### src/rtl/aud_recorder_i2s.sv
`default_nettype none
// +--------------------------------------------------------------------------+
// | aud_recorder_i2s : left-channel I2S capture to SRAM (WM8731 master, 16b)  |
// | Optional AUD_REC_PEAK_EN adds o_peak, the running peak |sample|.          |
// | Revision: 1.0                                                            |
// +--------------------------------------------------------------------------+
module aud_recorder_i2s #(
  parameter int unsigned DATA_W   = 16,
  parameter int unsigned ADDR_W   = 20,
  parameter int unsigned ADDR_MAX = 2**20-1
) (
  input  logic              i_clk,
  input  logic              i_rst,
  input  logic              i_start,
  input  logic              i_pause,
  input  logic              i_stop,
  input  logic              i_lrc,
  input  logic              i_data,
  output logic [ADDR_W-1:0] o_address,
  output logic [DATA_W-1:0] o_data,
  output logic              o_we,
  output logic              o_recording,
  output logic              o_full,
  output logic [ADDR_W:0]   o_len
`ifdef AUD_REC_PEAK_EN
  ,
  output logic [DATA_W-1:0] o_peak
`endif
);

  localparam int unsigned       C_CNT_W     = $clog2(DATA_W + 1);
  localparam logic [C_CNT_W-1:0] C_CNT_LAST = C_CNT_W'(DATA_W);
  localparam logic [ADDR_W-1:0] C_ADDR_LAST = ADDR_W'(ADDR_MAX);
  localparam logic [ADDR_W:0]   C_LEN_MAX   = (ADDR_W+1)'(ADDR_MAX) + (ADDR_W+1)'(1);

  typedef enum logic [2:0] {
    S_IDLE   = 3'd0,
    S_ARM    = 3'd1,
    S_SHIFT  = 3'd2,
    S_WRITE  = 3'd3,
    S_PAUSED = 3'd4
  } state_t;

  state_t              r_state;
  state_t              w_next;
  logic                r_lrc_d;
  logic                w_lrc_fall;
  logic [C_CNT_W-1:0]  r_cnt;
  logic [DATA_W-1:0]   r_shift;
  logic [DATA_W-1:0]   r_data;
  logic [ADDR_W-1:0]   r_addr;
  logic [ADDR_W:0]     r_len;
  logic                r_full;
  logic                r_pause_pend;

  // The cycle where LRC is first seen low carries the I2S delay bit.
  assign w_lrc_fall = r_lrc_d & ~i_lrc;

  always_comb begin
    w_next = r_state;
    case (r_state)
      S_IDLE:   if (!i_stop && !i_pause && i_start) w_next = S_ARM;
      S_ARM: begin
        if (i_stop)          w_next = S_IDLE;
        else if (i_pause)    w_next = S_PAUSED;
        else if (w_lrc_fall) w_next = S_SHIFT;
      end
      S_SHIFT: begin
        if (i_stop)                  w_next = S_IDLE;
        else if (r_cnt == C_CNT_LAST) w_next = S_WRITE;
      end
      S_WRITE: begin
        if (r_addr == C_ADDR_LAST || i_stop) w_next = S_IDLE;
        else if (r_pause_pend || i_pause)    w_next = S_PAUSED;
        else                                 w_next = S_ARM;
      end
      S_PAUSED: begin
        if (i_stop)       w_next = S_IDLE;
        else if (i_pause) w_next = S_PAUSED;
        else if (i_start) w_next = S_ARM;
      end
      default:  w_next = S_IDLE;
    endcase
  end

  always_ff @(posedge i_clk) begin
    if (i_rst) begin
      r_state      <= S_IDLE;
      r_lrc_d      <= 1'b1;
      r_cnt        <= '0;
      r_shift      <= '0;
      r_data       <= '0;
      r_addr       <= '0;
      r_len        <= '0;
      r_full       <= 1'b0;
      r_pause_pend <= 1'b0;
    end else begin
      r_lrc_d <= i_lrc;
      r_state <= w_next;
      case (r_state)
        S_IDLE: begin
          if (w_next == S_ARM) begin
            r_addr <= '0;
            r_len  <= '0;
            r_full <= 1'b0;
          end
        end
        S_ARM: begin
          if (w_next == S_SHIFT) begin
            r_cnt        <= '0;
            r_pause_pend <= 1'b0;
          end
        end
        S_SHIFT: begin
          if (r_cnt != C_CNT_LAST) begin
            r_shift <= {r_shift[DATA_W-2:0], i_data};
            r_cnt   <= r_cnt + C_CNT_W'(1);
          end
          if (i_pause)            r_pause_pend <= 1'b1;
          if (w_next == S_WRITE)  r_data       <= r_shift;
        end
        S_WRITE: begin
          r_addr       <= r_addr + ADDR_W'(1);
          r_pause_pend <= 1'b0;
          if (r_len != C_LEN_MAX)     r_len  <= r_len + (ADDR_W+1)'(1);
          if (r_addr == C_ADDR_LAST)  r_full <= 1'b1;
        end
        default: ;
      endcase
    end
  end

  assign o_address   = r_addr;
  assign o_data      = r_data;
  assign o_we        = (r_state == S_WRITE);
  assign o_recording = (r_state == S_ARM) || (r_state == S_SHIFT) || (r_state == S_WRITE);
  assign o_full      = r_full;
  assign o_len       = r_len;

`ifdef AUD_REC_PEAK_EN
  logic [DATA_W-1:0] r_peak;
  logic [DATA_W-1:0] w_abs;

  // Most negative code has no positive twin, so it clamps to the largest positive.
  always_comb begin
    w_abs = r_data;
    if (r_data[DATA_W-1]) begin
      if (r_data == {1'b1, {(DATA_W-1){1'b0}}}) w_abs = {1'b0, {(DATA_W-1){1'b1}}};
      else                                      w_abs = ~r_data + DATA_W'(1);
    end
  end

  always_ff @(posedge i_clk) begin
    if (i_rst) begin
      r_peak <= '0;
    end else if (r_state == S_IDLE && w_next == S_ARM) begin
      r_peak <= '0;
    end else if (r_state == S_WRITE && w_abs > r_peak) begin
      r_peak <= w_abs;
    end
  end

  assign o_peak = r_peak;
`else
  // Peak tracking is absent in this build.
`endif

endmodule
`default_nettype wire

### config.mk
export PLATFORM = sky130hd
export DESIGN_NAME = aud_recorder_i2s
export DESIGN_NICKNAME = d
export VERILOG_FILES = /design/src/rtl/aud_recorder_i2s.sv
export SDC_FILE = /design/constraint.sdc
export NUM_CORES = 1
export LEC_CHECK = 0
export BUFFER_PORTS_ARGS = -buffer_cell sky130_fd_sc_hd__buf_2
export CAP_MARGIN = 30
export CORE_MARGIN = 2
export CORE_UTILIZATION = 53
export CTS_BUF_LIST = sky130_fd_sc_hd__clkbuf_16
export DETAILED_ROUTE_END_ITERATION = 12
export PLACE_DENSITY = 0.86
export SYNTH_ARGS = -nofsm -noshare
export SYNTH_HDL_FRONTEND = slang
export SYNTH_SLANG_ARGS = --single-unit
### constraint.sdc
create_clock -name i_clk -period 5.15 [get_ports i_clk]
set_input_delay 1.03 -clock i_clk [delete_from_list [all_inputs] [get_ports i_clk]]
set_output_delay 1.03 -clock i_clk [all_outputs]
set_load 0.05 [all_outputs]
==> results of run 1 <==
metal layers:
metal | vias to the layer above | global-route usage
li1 | 1823 | -
met1 | 1773 | 0.2836
met2 | 127 | 0.3848
met3 | 19 | 0.05311
met4 | 0 | 0.1048
met5 | - | 0
state kept, by name, indices dropped and copies added (netlist names):
name / count
r_cnt: 5
o_data: 16
o_address: 20
r_lrc_d: 1
o_len: 21
r_state: 3
o_full: 1
r_pause_pend: 1
r_shift: 16
per-stage QoR:
stage          hold WS [ps]  area [um^2]  total power [uW]    util  setup WS [ps]
5_1_grt               495.1         4677              1373  0.6380           2183
2_1_floorplan         436.0         4065             689.4       -           2711
4_1_cts               457.7         4677              1345  0.6380           2296
6_report              456.2         4677              1341  0.6380           2263
3_3_place_gp          448.8         4370             695.5  0.5962           2304
3_5_place_dp          449.3         4370             696.3  0.5962           2250
logic make-up after synthesis:
| logic type | after synthesis |
|---|---|
| AND/OR/NAND/NOR | 228 |
| flip-flops | 84 |
| AO/OA/AOI/OAI | 99 |
| XOR/XNOR | 2 |
| buffers and inverters | 36 |
| multiplexers | 21 |
| adder cells (fa/ha/maj) | 5 |
cell type report:
class	count	area, um^2
Fill cell	599	2654
Multi-Input combinational cell	355	2193
Sequential cell	84	1682
Timing Repair Buffer	67	337.8
Clock buffer	9	225.2
Tap cell	99	123.9
Clock inverter	7	81.33
Inverter	9	33.78
placed cells by master, fill, tap and decap left out, types with 3 or more instances in the layout:
| master | instances |
|---|---|
| inv_1 | 8 |
| a211o_1 | 6 |
| clkbuf_16 | 9 |
| nand4_1 | 12 |
| nand3b_1 | 3 |
| or3_1 | 4 |
| inv_6 | 3 |
| buf_2 | 66 |
| nand3_1 | 26 |
| and3_1 | 15 |
| o21ai_0 | 15 |
| nor2b_1 | 4 |
| o211ai_1 | 4 |
| nand2_1 | 62 |
| nor2_1 | 45 |
| a31oi_1 | 10 |
| ha_1 | 5 |
| mux2i_1 | 18 |
| nor4_1 | 6 |
| a221o_1 | 4 |
| o21a_1 | 3 |
| nor3_1 | 14 |
| and2_1 | 7 |
| o211a_1 | 3 |
| nand2b_1 | 4 |
| a21oi_1 | 40 |
| or4_1 | 4 |
| dfxtp_1 | 84 |
cell usage after synthesis, drive strengths merged (5+ instances only):
library cell / number / area (um^2)
dfxtp: 84 / 1682
nand2: 62 / 232.7
nor2: 47 / 191.4
a21oi: 40 / 200.2
nand3: 27 / 140.1
mux2i: 18 / 180.2
nor3: 17 / 112.6
o21ai: 17 / 92.59
and3: 15 / 93.84
buf: 14 / 107.6
clkbuf: 13 / 48.80
nand4: 13 / 96.34
a31oi: 11 / 75.07
inv: 9 / 33.78
and2: 8 / 50.05
nor4: 8 / 80.08
a211o: 6 / 52.55
ha: 5 / 62.56
nand3b: 5 / 53.80
final timing paths:
| check | startpoint | endpoint | slack (ps) | cells past startpoint |
|---|---|---|---|---|
| worst max-delay path | r_state[1] | o_we | 2260 | 3 |
| worst min-delay path | r_shift[15] | r_shift[15] | 460 | 2 |
| worst max register to register | r_state[0] | o_len[10] | 2700 | 5 |
| worst min register to register | r_shift[15] | r_shift[15] | 460 | 2 |
worst max-delay path, stage by stage (launching register included):
cell and delay [ps]:
dfxtp_1 620, nand3b_4 310, inv_2 280, buf_2 310
power breakdown:
part | internal [uW] | leakage, uW | switching [uW]
clock network | 382 | 0.000147 | 277
registers | 651 | 0.000677 | 1.83
logic | 7.66 | 0.00111 | 21.6
total | 1040 | 0.00194 | 300
==> out/qor.csv, run 1 <==
stage,metric,value,unit
power,leakage power,0.001937,uW
power,PwrDens,286.7,mW/mm^2
synth,mean area per synthesized cell,8.558,um^2
worst_setup_path,Worst EP required,4120,ps
timing,max-slew violations,0,
synth,Netlist Area Pre-Place,0.004065,mm^2
clock_tree,htree depth,3,
timing,Slew @ Worst Pin,785.4,ps
worst_setup_path,Crit Path Category,reg -> out,
detailed_routing,DR WL met2,4648,um
clock_tree,CTS max path bufs,2,
worst_setup_path,CP Data Arrival Time,1860,ps
timing,RSZ-0062 raised after global routing,no,
global_routing,largest net degree at the start of global routing,48,
placed_design,Final HPWL DP,6428,um
flow_run,Max-Cap Viols,0,
clock_tree,clk slew on worst S/H paths,60,ps
worst_setup_path,Startpoint Class,flop,
synth,Post-Syn Instances,475,
floorplanning,row count,31,
timing,final period utilization,0.5606,
detailed_routing,M1 WL,4135,um
status,outcome,finished clean,
placed_design,RD Place Congestion,0.8376,
layout,diode count,0,
floorplanning,Initial Util,0.5545,
synth,XOR/XNOR share of the synthesized area,0.004309,
detailed_routing,top routing layer used,met4,
worst_hold_path,worst min path class,reg -> reg,
global_routing,antenna violations before repair,0,
detailed_routing,Post-route DRC,0,
clock_tree,CTS Buf Count,9,
detailed_routing,DRT antenna net count,0,
detailed_routing,DR iter-0 viols,263,
timing,# setup viols final,0,
synth,multiplexer area fraction after synthesis,0.05263,
timing,Slew Limit Headroom,0.4753,
layout,"Cell Count, Final, Fillers Out",630,
synth,Synth Flop Type,dfxtp_1,
synth,syn nets,487,
layout,share of layout cells above drive strength 1,0.2015,
clock_tree,# clock sinks,84,
clock_tree,Resize count post-CTS,0,
timing,clock period minus worst slack,2887,ps
detailed_routing,final WL,9545,um
global_routing,total gr overflow,0,
global_routing,first-pass GRT wire length,15960,um
layout,area grow syn2layout,15.05,%
synth,Async SR Flop Fraction,0,
synth,"Distinct cells, synth",63,
detailed_routing,DR vias,3742,
clock_tree,CTS tree,built,
synth,number of synthesized flops with an enable pin,0,
timing,"Hold Vio Cnt, Final",0,
placed_design,PortBufs,66,
clock_tree,Hold Buf Count CTS,0,
layout,Layout Nets,538,
synth,main combinational cell family by area after synthesis,simple AND/OR/NAND/NOR gates,
floorplanning,die height,91.58,um
synth,number of synthesized register bits,84,
global_routing,Total GRT Usage,0.2313,
clock_tree,CTS root buf,clkbuf_16,
worst_setup_path,"Max FO, Critical Path",19,
synth,synth warn,0,
timing,Fin Setup TNS,0,ps
timing,Worst Skew,7.510,ps
worst_setup_path,Worst Setup End Kind,output pin,
floorplanning,io pins,67,
floorplanning,die area,0.008387,mm^2
placed_design,placed insts,614,
floorplanning,core area,0.007331,mm^2
floorplanning,Die Wd,91.58,um
clock_tree,worst-skew pair later-pin latency,340,ps
synth,Synth Area in Compound Gates,0.1560,
detailed_routing,routed wl met3,539,um
synth,simple-gate share of the synthesized area,0.3112,
detailed_routing,Pre-Repair DR Iteration Count,5,
global_routing,vias in the first global route,3493,
detailed_routing,wire per inst,15.15,um
synth,sequential-to-total area share from yosys stat,0.4137,
power,Peak VDD IR,0.0001995,V
synth,Synth Area in Adders,0.01539,
timing,f_max,0.3463,GHz
detailed_routing,Via density,5.940,
clock_tree,total setup buffers inserted after CTS,0,
Power figures use the tool's default switching activity.
==> inputs of run 2 (changes only) <==
==> constraint.sdc (replaced) <==
create_clock -name i_clk -period 2.8 [get_ports i_clk]
set_input_delay 0.56 -clock i_clk [delete_from_list [all_inputs] [get_ports i_clk]]
set_output_delay 0.56 -clock i_clk [all_outputs]
set_load 0.05 [all_outputs]
==> run 2 against run 1 <==
Effect of this change:
- via count shrank 0.61%
- clock power rose by 82%
- die area stayed put
- worst setup slack got worse by 1900 ps
- final area grew 0.37%
- sequential cell count stayed put
- power increased by 83%
- clock skew up 1.2 ps
- critical path type unchanged
- critical endpoint unchanged
- largest power group is now registers
==> out/qor.csv, run 2 (synthesis gave the netlist of run 1 again) <==
stage,metric,value,unit,change
status,outcome,finished clean,,
detailed_routing,wire per inst,15.14,um,about the same
clock_tree,htree depth,3,,unchanged
layout,"commonest non-fill, non-tap cell in the layout",dfxtp_1,,
worst_setup_path,crit path from,r_state[1],,
clock_tree,Resize count post-CTS,0,,unchanged
worst_setup_path,crit path capture,o_we,,
clock_tree,worst-skew pair later-pin latency,350,ps,about the same
clock_tree,Hold Buf Count CTS,0,,unchanged
clock_tree,CTS max path bufs,2,,unchanged
timing,Worst Skew,8.702,ps,+1.191 ps
floorplanning,row count,31,,unchanged
timing,# setup viols final,0,,unchanged
layout,"commonest non-fill, non-tap cells in the layout","dfxtp_1 (84), buf_2 (66), nand2_1 (62), nor2_1 (45), a21oi_1 (40)",,
global_routing,first-pass GRT wire length,16050,um,+0.56%
worst_setup_path,Worst R2R Path Depth,5,,unchanged
floorplanning,Die Wd,91.58,um,unchanged
layout,diode count,0,,unchanged
clock_tree,CTS root buf,clkbuf_16,,
global_routing,total gr overflow,0,,unchanged
worst_setup_path,Startpoint Class,flop,,
worst_hold_path,worst min path class,in -> reg,,
worst_setup_path,Critical Path Max Stage Delay,590,ps,-30 ps
clock_tree,clk slew on worst S/H paths,60,ps,about the same
detailed_routing,DR iter-0 viols,242,,-8.0%
placed_design,Final HPWL DP,6381,um,-0.74%
timing,max-slew violations,0,,unchanged
detailed_routing,Pre-Repair DR Iteration Count,5,,unchanged
timing,"Hold Vio Cnt, Final",0,,unchanged
power,PwrDens,522.1,mW/mm^2,+82%
timing,f_max,0.4175,GHz,
clock_tree,# clock sinks,84,,unchanged
layout,max FFs per register,21,,unchanged
worst_setup_path,Crit path buffers/inverters,2,,unchanged
global_routing,Total GRT Usage,0.2351,,+0.003760
worst_setup_path,Levels on crit path,3,,unchanged
detailed_routing,DRT antenna net count,0,,unchanged
floorplanning,Initial Util,0.5545,,unchanged
clock_tree,CTS Buf Count,9,,unchanged
worst_setup_path,"Max FO, Critical Path",19,,unchanged
global_routing,vias in the first global route,3431,,-1.8%
placed_design,PortBufs,66,,unchanged
placed_design,placed insts,617,,+0.49%
floorplanning,die height,91.58,um,unchanged
clock_tree,CTS tree,built,,
detailed_routing,Post-route DRC,0,,unchanged
power,leakage power,0.001953,uW,+0.83%
global_routing,largest net degree at the start of global routing,54,,+13%
timing,RSZ-0062 raised after global routing,no,,
layout,Fill cells,600,,+0.17%
timing,Slew Limit Headroom,0.4949,,+0.01961
worst_setup_path,CP Cell Sequence,nand3b_4 > inv_2 > buf_2,,
floorplanning,io pins,67,,unchanged
clock_tree,total setup buffers inserted after CTS,0,,unchanged
timing,clock period minus worst slack,2395,ps,
flow_run,Max-Cap Viols,0,,unchanged
placed_design,RD Place Congestion,0.8863,,+5.8%
worst_setup_path,CP Data Arrival Time,1840,ps,-20 ps
worst_setup_path,Crit-path slowest cell,dfxtp_1,,
timing,Slew @ Worst Pin,756.1,ps,-29.35 ps
timing,Fin Setup TNS,0,ps,unchanged
detailed_routing,Via density,5.875,,-1.1%
worst_setup_path,Worst R2R Setup Slack,510,ps,-2190 ps
worst_setup_path,R2R Path Start,r_state[0],,
worst_setup_path,Worst EP required,2240,ps,-1880 ps
detailed_routing,DR vias,3719,,-0.61%
floorplanning,die area,0.008387,mm^2,unchanged
worst_setup_path,"delay-heaviest family, CP",buffers and inverters,,
global_routing,antenna violations before repair,0,,unchanged
power,Peak VDD IR,0.0004263,V,+110%
floorplanning,core area,0.007331,mm^2,unchanged
layout,Layout Nets,541,,+0.56%
worst_setup_path,Crit Path Category,reg -> out,,
timing,final period utilization,0.8555,,
layout,area grow syn2layout,15.48,%,
layout,"Cell Count, Final, Fillers Out",633,,+0.48%
worst_setup_path,Worst Setup End Kind,output pin,,
worst_setup_path,worst r2r dst,o_len[11],,
layout,share of layout cells above drive strength 1,0.2060,,+0.004486
detailed_routing,final WL,9583,um,+0.40%
run 2: cell count changes in the layout (fill, tap and decap cells not counted):
cell / previous run / this run
inv_8: 0 / 3
inv_6: 3 / 2
clkinvlp_4: 1 / 0
clkinv_8: 0 / 1
clkinv_4: 2 / 1
bufinv_16: 1 / 0
buf_4: 1 / 4
run 2: routing by layer:
metal	up-vias	GRT usage	wire [um]
li1	1838	-	-
met1	1762	0.2954	4211
met2	109	0.3983	4780
met3	10	0.04232	466
met4	0	0.09217	125
met5	-	0	0
run 2: where the power goes:
group | internal (uW) | switching (uW)
sequential | 1200 | 3.35
clock | 636 | 561
combinational | 14.9 | 40.0
run 2: through the flow:
stage | area (um^2) | hold slack, ps | power [uW] | util | setup WS (ps)
finish | 4695 | 422.3 | 2451 | 0.6404 | 404.5
CTS | 4695 | 421.7 | 2459 | 0.6404 | 421.7
detailed placement | 4393 | 456.3 | 1281 | 0.5992 | 476.1
floorplan | 4065 | 436.0 | 1268 | - | 665.2
global placement | 4393 | 451.3 | 1280 | 0.5992 | 517.6
global route | 4695 | 436.2 | 2514 | 0.6404 | 320.2
run 2: worst min path at each step:
stage,startpoint,cells past startpoint,end
3_3_place_gp,r_shift[15],2,r_shift[15]
6_report,i_lrc,2,r_lrc_d
2_1_floorplan,r_shift[15],2,r_shift[15]
4_1_cts,i_lrc,2,r_lrc_d
3_5_place_dp,o_full,1,o_full
5_1_grt,i_lrc,2,r_lrc_d
run 2: cell type report:
class / count / area [um^2] / area share
repair buffers: 70 / 360.3 / 0.07676
clock inverters: 7 / 76.32 / 0.01626
inverters: 9 / 33.78 / 0.007196
flip-flops and latches: 84 / 1682 / 0.3582
multi-input cells: 355 / 2193 / 0.4672
well taps: 99 / 123.9 / 0.02639
clock buffers: 9 / 225.2 / 0.04797
run 2: worst reg2reg max path: stages, from the launching register on:
cell,delay (ps)
dfxtp_1,590
nand2b_1,180
nand3b_2,120
nor2b_1,620
and2_1,490
a221o_1,230
